## src/rtl/s_mem_arbiter.sv

```systemverilog
`default_nettype none
// +------------------------------------------------------------------------+
// | s_mem_arbiter: round-robin arbiter with lock and watchdog for S-memory |
// | Revision: 1.0                                                          |
// +------------------------------------------------------------------------+
module s_mem_arbiter #(
  parameter int NUM_REQ  = 3,
  parameter int ADDR_W   = 8,
  parameter int DATA_W   = 8,
  parameter int MAX_LOCK = 255
) (
  input  logic                      clk,
  input  logic                      reset_n,
  input  logic                      stop,
  input  logic [NUM_REQ-1:0]        req,
  input  logic [NUM_REQ-1:0]        lock,
  input  logic [NUM_REQ-1:0]        wren,
  input  logic [NUM_REQ*ADDR_W-1:0] addr,
  input  logic [NUM_REQ*DATA_W-1:0] wdata,
  output logic [NUM_REQ-1:0]        gnt,
  output logic [NUM_REQ-1:0]        rvalid,
  output logic [DATA_W-1:0]         rdata,
  output logic [ADDR_W-1:0]         mem_address,
  output logic [DATA_W-1:0]         mem_data,
  output logic                      mem_wren,
  output logic                      mem_rden,
  input  logic [DATA_W-1:0]         mem_q,
  output logic [2:0]                owner,
  output logic                      locked,
  output logic                      lock_err
);

  localparam int c_CNT_W = $clog2(MAX_LOCK + 1);

  typedef enum logic [0:0] {
    ST_FREE  = 1'b0,
    ST_OWNED = 1'b1
  } state_t;

  state_t               r_state;
  logic [2:0]           r_rr_ptr;
  logic [2:0]           r_owner;
  logic [c_CNT_W-1:0]   r_lock_cnt;
  logic                 r_lock_err;
  logic [NUM_REQ-1:0]   r_rvalid;

  logic [NUM_REQ-1:0]   w_gnt;
  logic [2:0]           w_sel;
  logic                 w_found;
  logic                 w_lk;
  logic                 w_wr;
  logic [ADDR_W-1:0]    w_addr;
  logic [DATA_W-1:0]    w_data;

  // Grant selection; the search from rr_ptr is split into two passes to wrap.
  always_comb begin
    w_gnt   = '0;
    w_sel   = 3'd0;
    w_found = 1'b0;
    if (reset_n && !stop) begin
      if (r_state == ST_OWNED) begin
        for (int j = 0; j < NUM_REQ; j++) begin
          if (req[j] && (3'(j) == r_owner)) begin
            w_found  = 1'b1;
            w_sel    = 3'(j);
            w_gnt[j] = 1'b1;
          end
        end
      end else begin
        for (int j = 0; j < NUM_REQ; j++) begin
          if (!w_found && req[j] && (3'(j) >= r_rr_ptr)) begin
            w_found  = 1'b1;
            w_sel    = 3'(j);
            w_gnt[j] = 1'b1;
          end
        end
        for (int j = 0; j < NUM_REQ; j++) begin
          if (!w_found && req[j] && (3'(j) < r_rr_ptr)) begin
            w_found  = 1'b1;
            w_sel    = 3'(j);
            w_gnt[j] = 1'b1;
          end
        end
      end
    end
  end

  always_comb begin
    w_lk   = 1'b0;
    w_wr   = 1'b0;
    w_addr = '0;
    w_data = '0;
    for (int j = 0; j < NUM_REQ; j++) begin
      if (w_gnt[j]) begin
        w_lk   = lock[j];
        w_wr   = wren[j];
        w_addr = addr[j*ADDR_W +: ADDR_W];
        w_data = wdata[j*DATA_W +: DATA_W];
      end
    end
  end

  always_ff @(posedge clk or negedge reset_n) begin
    if (!reset_n) begin
      r_state    <= ST_FREE;
      r_rr_ptr   <= 3'd0;
      r_owner    <= 3'd0;
      r_lock_cnt <= '0;
      r_lock_err <= 1'b0;
      r_rvalid   <= '0;
    end else begin
      r_rvalid <= w_gnt & ~wren;
      if (!stop) begin
        if (w_found)
          r_rr_ptr <= (w_sel == 3'(NUM_REQ - 1)) ? 3'd0 : w_sel + 3'd1;
        case (r_state)
          ST_FREE: begin
            if (w_found && w_lk) begin
              r_state    <= ST_OWNED;
              r_owner    <= w_sel;
              r_lock_cnt <= '0;
            end
          end
          ST_OWNED: begin
            // A voluntary release takes precedence over the watchdog.
            if (!w_found || !w_lk) begin
              r_state    <= ST_FREE;
              r_owner    <= 3'd0;
              r_lock_cnt <= '0;
            end else if (r_lock_cnt == c_CNT_W'(MAX_LOCK - 1)) begin
              r_state    <= ST_FREE;
              r_owner    <= 3'd0;
              r_lock_cnt <= '0;
              r_lock_err <= 1'b1;
            end else begin
              r_lock_cnt <= r_lock_cnt + 1'b1;
            end
          end
          default: r_state <= ST_FREE;
        endcase
      end
    end
  end

  assign gnt         = w_gnt;
  assign rvalid      = r_rvalid;
  assign rdata       = mem_q;
  assign mem_address = w_addr;
  assign mem_data    = w_data;
  assign mem_wren    = w_found & w_wr;
  assign mem_rden    = w_found & ~w_wr;
  assign owner       = r_owner;
  assign locked      = (r_state == ST_OWNED);
  assign lock_err    = r_lock_err;

endmodule
`default_nettype wire

```

## config.mk

```make
export PLATFORM = sky130hd
export DESIGN_NAME = s_mem_arbiter
export DESIGN_NICKNAME = d
export VERILOG_FILES = /design/src/rtl/s_mem_arbiter.sv
export SDC_FILE = /design/constraint.sdc
export NUM_CORES = 1
export LEC_CHECK = 0
export CAP_MARGIN = 10
export CORE_ASPECT_RATIO = 0.7
export CORE_UTILIZATION = 35
export CTS_CLUSTER_SIZE = 14
export DETAILED_ROUTE_END_ITERATION = 7
export PLACE_DENSITY = 0.88
export SYNTH_ARGS = -nofsm -noshare
export SYNTH_HDL_FRONTEND = slang
export SYNTH_SLANG_ARGS = --single-unit
export TNS_END_PERCENT = 1
```

## constraint.sdc

```tcl
create_clock -name clk -period 2.6 [get_ports clk]
set_clock_uncertainty 0.1 [all_clocks]
set_input_delay 0.26 -clock clk [delete_from_list [all_inputs] [get_ports clk]]
set_output_delay 0.26 -clock clk [all_outputs]
set_load 0.02 [all_outputs]
```

---- Word level (Yosys, flattened, before mapping) ----
Index checks and enable logic that the tools add are counted.
storage, ports and cells
  word-level logic and storage cells ...... 122
  output and inout bits ................... 37
  input port bits ......................... 68
  bits in registers ....................... 19
operators by class
  muxes and demuxes ....................... 64
  equality and inequality tests ........... 6
  reductions and logical operators ........ 30
  add/subtract/negate cells ............... 2
  magnitude comparators ................... 6
  bitwise gates (word level) .............. 8
operators by type and width
  kind                                                              number
  two-way mux 8 bit                                                 9
  two-way mux 1 bit                                                 39
  two-way mux 3 bit                                                 13
  logical AND 1 bit                                                 16
  one-hot mux 8 bit (2 select lines)                                1
  adder 8 x 1 -> 8 bit, second input constant                       1
  equality test 8 bit, second input constant                        1
  logical NOT 1 bit                                                 8
  greater-or-equal comparator 1 x 3 -> 1 bit, first input constant  2
  < comparator 1 x 3 -> 1 bit, first input constant                 2
  one-hot mux 3 bit (2 select lines)                                1
  NOT 1 bit                                                         4
  AND reduction 2 bit                                               2
  AND reduction 4 bit                                               1
  adder 3 x 1 -> 3 bit, second input constant                       1
  bitwise AND 3 bit                                                 1
  equality test 1 x 3 -> 1 bit, first input constant                1
  equality test 2 x 3 -> 1 bit, first input constant                1
  equality test 3 x 2 -> 1 bit, second input constant               1
  greater-or-equal comparator 2 x 3 -> 1 bit, first input constant  1
  logical NOT 3 bit                                                 1
  < comparator 2 x 3 -> 1 bit, first input constant                 1
  inequality test 3 x 1 -> 1 bit, second input constant             1
  NOT 3 bit                                                         1
  other kinds (5)                                                   6

---- Longest topological paths before layout ----
  depth after elaboration ................. 42
  gate-level depth with buffers ........... 8
  depth with buffers taken out ............ 7

---- Worst setup path after synthesis ----
OpenSTA, ideal clock, no wires.
  path kind ............................... register to output
  from .................................... register r_rr_ptr[1]
  to ...................................... output port mem_rden
  buffers on the path ..................... 1
  required time ........................... 2.240 ns
  cell stages (with the launch flop) ...... 8
  arrival time ............................ 2.069 ns
  path slack .............................. 0.171 ns
  cells stage by stage .................... dfrtp_1 > nor3b_1 > or4_4 > and3_1 > buf_6 > nor2b_4 > a21oi_1 > nor2_1
between the ends
  longest elaborated chain between the ends .. 38
  elaborated cells on any way between the ends .. 52
  classes of those cells .................. order compare (6); mux (28); bitwise (2); reduce/logical (16)
ends and longest elaborated chain
  what                                        line  text
  start: declaration                          41    logic [2:0] r_rr_ptr;
  start signal: assignment                    115   r_rr_ptr <= (w_sel == 3'(NUM_REQ - 1)) ? 3'd0 : w_sel + 3'd1;
  greater-or-equal comparator 1 x 3 -> 1 bit  71    if (!w_found && req[j] && (3'(j) >= r_rr_ptr)) begin
  logical AND 1 bit                           71
  two-way mux 1 bit                           71
  two-way mux 1 bit                           61    if (r_state == ST_OWNED) begin
  two-way mux 1 bit                           60    if (reset_n && !stop) begin
  logical NOT 1 bit                           71
  logical AND 1 bit (2 in a row)              71
  two-way mux 1 bit                           71
  [20 not listed]                             --
  logical NOT 1 bit                           78    if (!w_found && req[j] && (3'(j) < r_rr_ptr)) begin
  logical AND 1 bit (2 in a row)              78
  two-way mux 1 bit                           78
  two-way mux 3 bit                           61
  two-way mux 3 bit                           60
  two-way mux 1 bit                           94    if (w_gnt[j]) begin
  NOT 1 bit                                   151   assign mem_rden = w_found & ~w_wr;
  bitwise AND 1 bit *                         151
  end: declaration                            26    output logic mem_rden,
Mark *: on every way between the ends. The rest lies on a longest branch, timed or not. The select of a mux whose other input is x is not followed.

---- Final worst setup path ----
  from .................................... register r_rr_ptr[0]
  to ...................................... output port mem_data[0]
between the ends
  longest elaborated chain between the ends .. 36
  elaborated cells on any way between the ends .. 47
  classes of those cells .................. order compare (6); mux (25); reduce/logical (16)
ends and longest elaborated chain
  what                                        line  text
  greater-or-equal comparator 1 x 3 -> 1 bit  71
  logical AND 1 bit                           71
  two-way mux 1 bit                           71
  two-way mux 1 bit                           61
  two-way mux 1 bit                           60
  logical NOT 1 bit                           71
  logical AND 1 bit (2 in a row)              71
  two-way mux 1 bit                           71
  [18 not listed]                             --
  two-way mux 1 bit                           61
  two-way mux 1 bit                           60
  logical NOT 1 bit                           78
  logical AND 1 bit (2 in a row)              78
  two-way mux 1 bit                           78
  two-way mux 3 bit *                         61
  two-way mux 3 bit *                         60
  two-way mux 8 bit *                         94
  end: declaration                            24    output logic [DATA_W-1:0] mem_data,
Marks and branches as above.

==> impl_results.md <==
- Critical path type: register to primary output
- Most frequent cells in the layout: 65 x clkdlybuf4s50_1, 28 x inv_1, 27 x buf_4
- Max Root-Sink Buffers: 2
- GRT overflow: 0
- Detail Placement HPWL: 3.94 mm
- Die Width: 80.3 um
- Max FO, Critical Path: 20
- Final Wtd Congestion: 0.802
- PortBufs: 87
- Mapped Cells: 175
- Final period util: 99.5%
- Wirelength per Cell: 15.1 um
- Synthesized flop and latch total: 18
- CTS Root Buffer Type: clkbuf_8
- Post-route ant nets: 0
- Reg2reg setup slack: 0.19 ns
- Seq/Total Area, Yosys: 30.0%
- Die Ht: 56.8 um
- Hold_buf cts: 0
- Die footprint: 4560 um^2
- Post-synth EDFFs: 0
- Mean Syn Cell Area: 8.58 um^2
- R2R Path End: r_lock_cnt[2]
- Nets@finish: 346
- Non-Filler Instances: 327
- Top FF cell, synth: dfrtp_1
- Worst reg2reg path depth: 10
- RSZ-0062 raised after global routing: yes
- Clock sinks: 18
- Vias in the first global route: 1,645
- Yosys top cell by area: dfrtp_1
- Worst setup path end: mem_data[0]
- Pins over their slew limit: 0
- Final wirelength: 4.95 mm
- Clock Latency Late Sink: 0.25 ns
- Reg clk slew, reported paths: 0.07 ns
- Antenna Cells: 0
- Worst Setup Start Kind: register
- DRC violation count after routing: 0
- Mapped Nets: 245
- PwrDens: 586 nW/um^2
- Max_cap viols: 0
- Crit end category: primary output
- Core ar.: 4020 um^2
- Starting Density: 37.4%
- Placed Cells: 323
- Status: finished clean
- Worst EP required: 2.24 ns
- Largest net degree at the start of global routing: 21
- Commonest non-fill, non-tap cell in the layout: clkdlybuf4s50_1
- Drt pass-1 iters: 5
- First-pass GRT wire length: 7.87 mm
- Fraction of registers with async set/reset: 100%
- Fillers: 345
- Worst Setup SP: r_rr_ptr[0]
- Total global-route track usage: 22.1%
- RR Startpoint: r_rr_ptr[0]
- H-tree depth: 1
- I/O pins: 105
- Netlist cell types: 49
- Netlist Area Pre-Place: 1500 um^2
- Worst min-delay path class: input port to asynchronous set/reset pin
- Maximum vdd drop: 375 uV
- Leak: 1.22 nW
- Final hold viol count: 0
- Yosys top cell area share: 30.0%
- Initial antenna violation count: 0
- Cell row count: 19
- CTS tree: yes
- WP data arrival: 2.23 ns
- Layout cells sized above 1: 23.6%
- Via count: 1,741
- Clock period minus worst slack: 2.59 ns
- Initial DRC Count: 112
- Num CTS Buffers: 3
- Vias per cell: 5.32
- Area Growth Syn to Fin: 68.2%
- Final setup fails: 0
- Yosys synthesis warning count: 0
- Synth area leaders: dfrtp_1 30%, a222oi_1 11%, inv_1 7.0%
- Hold Slack: 0.264 ns
- Highest Clock Rate: 0.386 GHz
-- timing repair --
item                       4_1_cts  5_1_grt
setup buffers                    0        0
resized for setup               58       22
pin swaps                        2       10
setup endpoints to repair       21       22
-- through the flow --
stage | total power [mW] | TNS [ns] | utilization (%) | area, um^2 | worst slack, ns
2_1_floorplan | 0.847 | 0 | - | 1500 | 0.171
3_3_place_gp | 1.25 | -6.86 | 63.1 | 2530 | -0.365
4_1_cts | 1.49 | -0.204 | 64.6 | 2600 | -0.0798
3_5_place_dp | 1.28 | -7.98 | 63.1 | 2530 | -0.425
5_1_grt | 1.56 | -0.363 | 62.8 | 2520 | -0.0619
6_report | 1.48 | 0 | 62.8 | 2520 | 0.0118
-- cell usage after synthesis, types with 3 or more instances --
master / n
nand3_1: 6
o211ai_1: 8
and3_1: 3
o21ai_1: 3
a21oi_1: 4
nor2_1: 6
o221ai_1: 3
clkbuf_1: 4
a222oi_1: 16
nand2b_1: 5
o21ai_0: 4
dfrtp_1: 18
inv_1: 28
o2111ai_1: 3
nor2b_1: 5
nor3_1: 3
nand2_1: 4
buf_4: 9
buf_6: 3
buf_2: 3
-- kinds of logic (layout without fill, tap and decap cells) --
logic type / count (synthesis) / count (layout) / share of synthesized area [%]
AO/OA/AOI/OAI: 57 / 57 / 31.3
XOR/XNOR: 1 / 1 / 0.583
adder cells (fa/ha/maj): 2 / 2 / 1.67
buffers and inverters: 48 / 148 / 16.7
flip-flops: 18 / 18 / 30.0
multiplexers: 2 / 2 / 1.33
other: 1 / 1 / 0.250
AND/OR/NAND/NOR: 46 / 46 / 18.1
-- critical path, cell delays in order, from the launching register on --
cell      delay (ns)
dfrtp_1         0.42
buf_4           0.17
nand2b_1        0.15
a21oi_2         0.16
o221ai_2        0.15
and3_4          0.19
buf_12          0.15
a222oi_1        0.35
inv_1           0.08
buf_2           0.17
-- layout make-up --
cell class              count  area [um^2]  share of cell area (%)
clock buffers               4         55.1                    2.18
inverters                  28          105                    4.16
multi-input cells         109          827                    32.8
flip-flops and latches     18          450                    17.8
well taps                  52         65.1                    2.58
repair buffers            116         1020                    40.5
-- state kept, by name, indices dropped and copies added (netlist names) --
signal      count
lock_err        1
locked          1
owner           2
r_lock_cnt      8
r_rr_ptr        3
rvalid          3
-- per-layer routing --
metal	share of wire, %	track usage [%]
met4	0.30	3.83
met1	46	30.6
met2	49	36.5
met3	3.8	3.74
met5	0	0
-- worst min-delay path by stage --
stage	end	slack, ns	cells after the start
6_report	r_lock_cnt[6]	0.26	2
3_5_place_dp	lock_err	0.36	1
5_1_grt	r_lock_cnt[6]	0.31	2
2_1_floorplan	lock_err	-0.14	0
4_1_cts	r_lock_cnt[6]	0.27	2
3_3_place_gp	lock_err	0.36	1
-- power by group --
group          switching (mW)  internal (mW)  total [mW]
clock network          0.0926          0.134       0.227
registers              0.0463          0.328       0.375
logic                   0.448          0.430       0.878
Note: power is estimated with default switching activity, not from simulation.
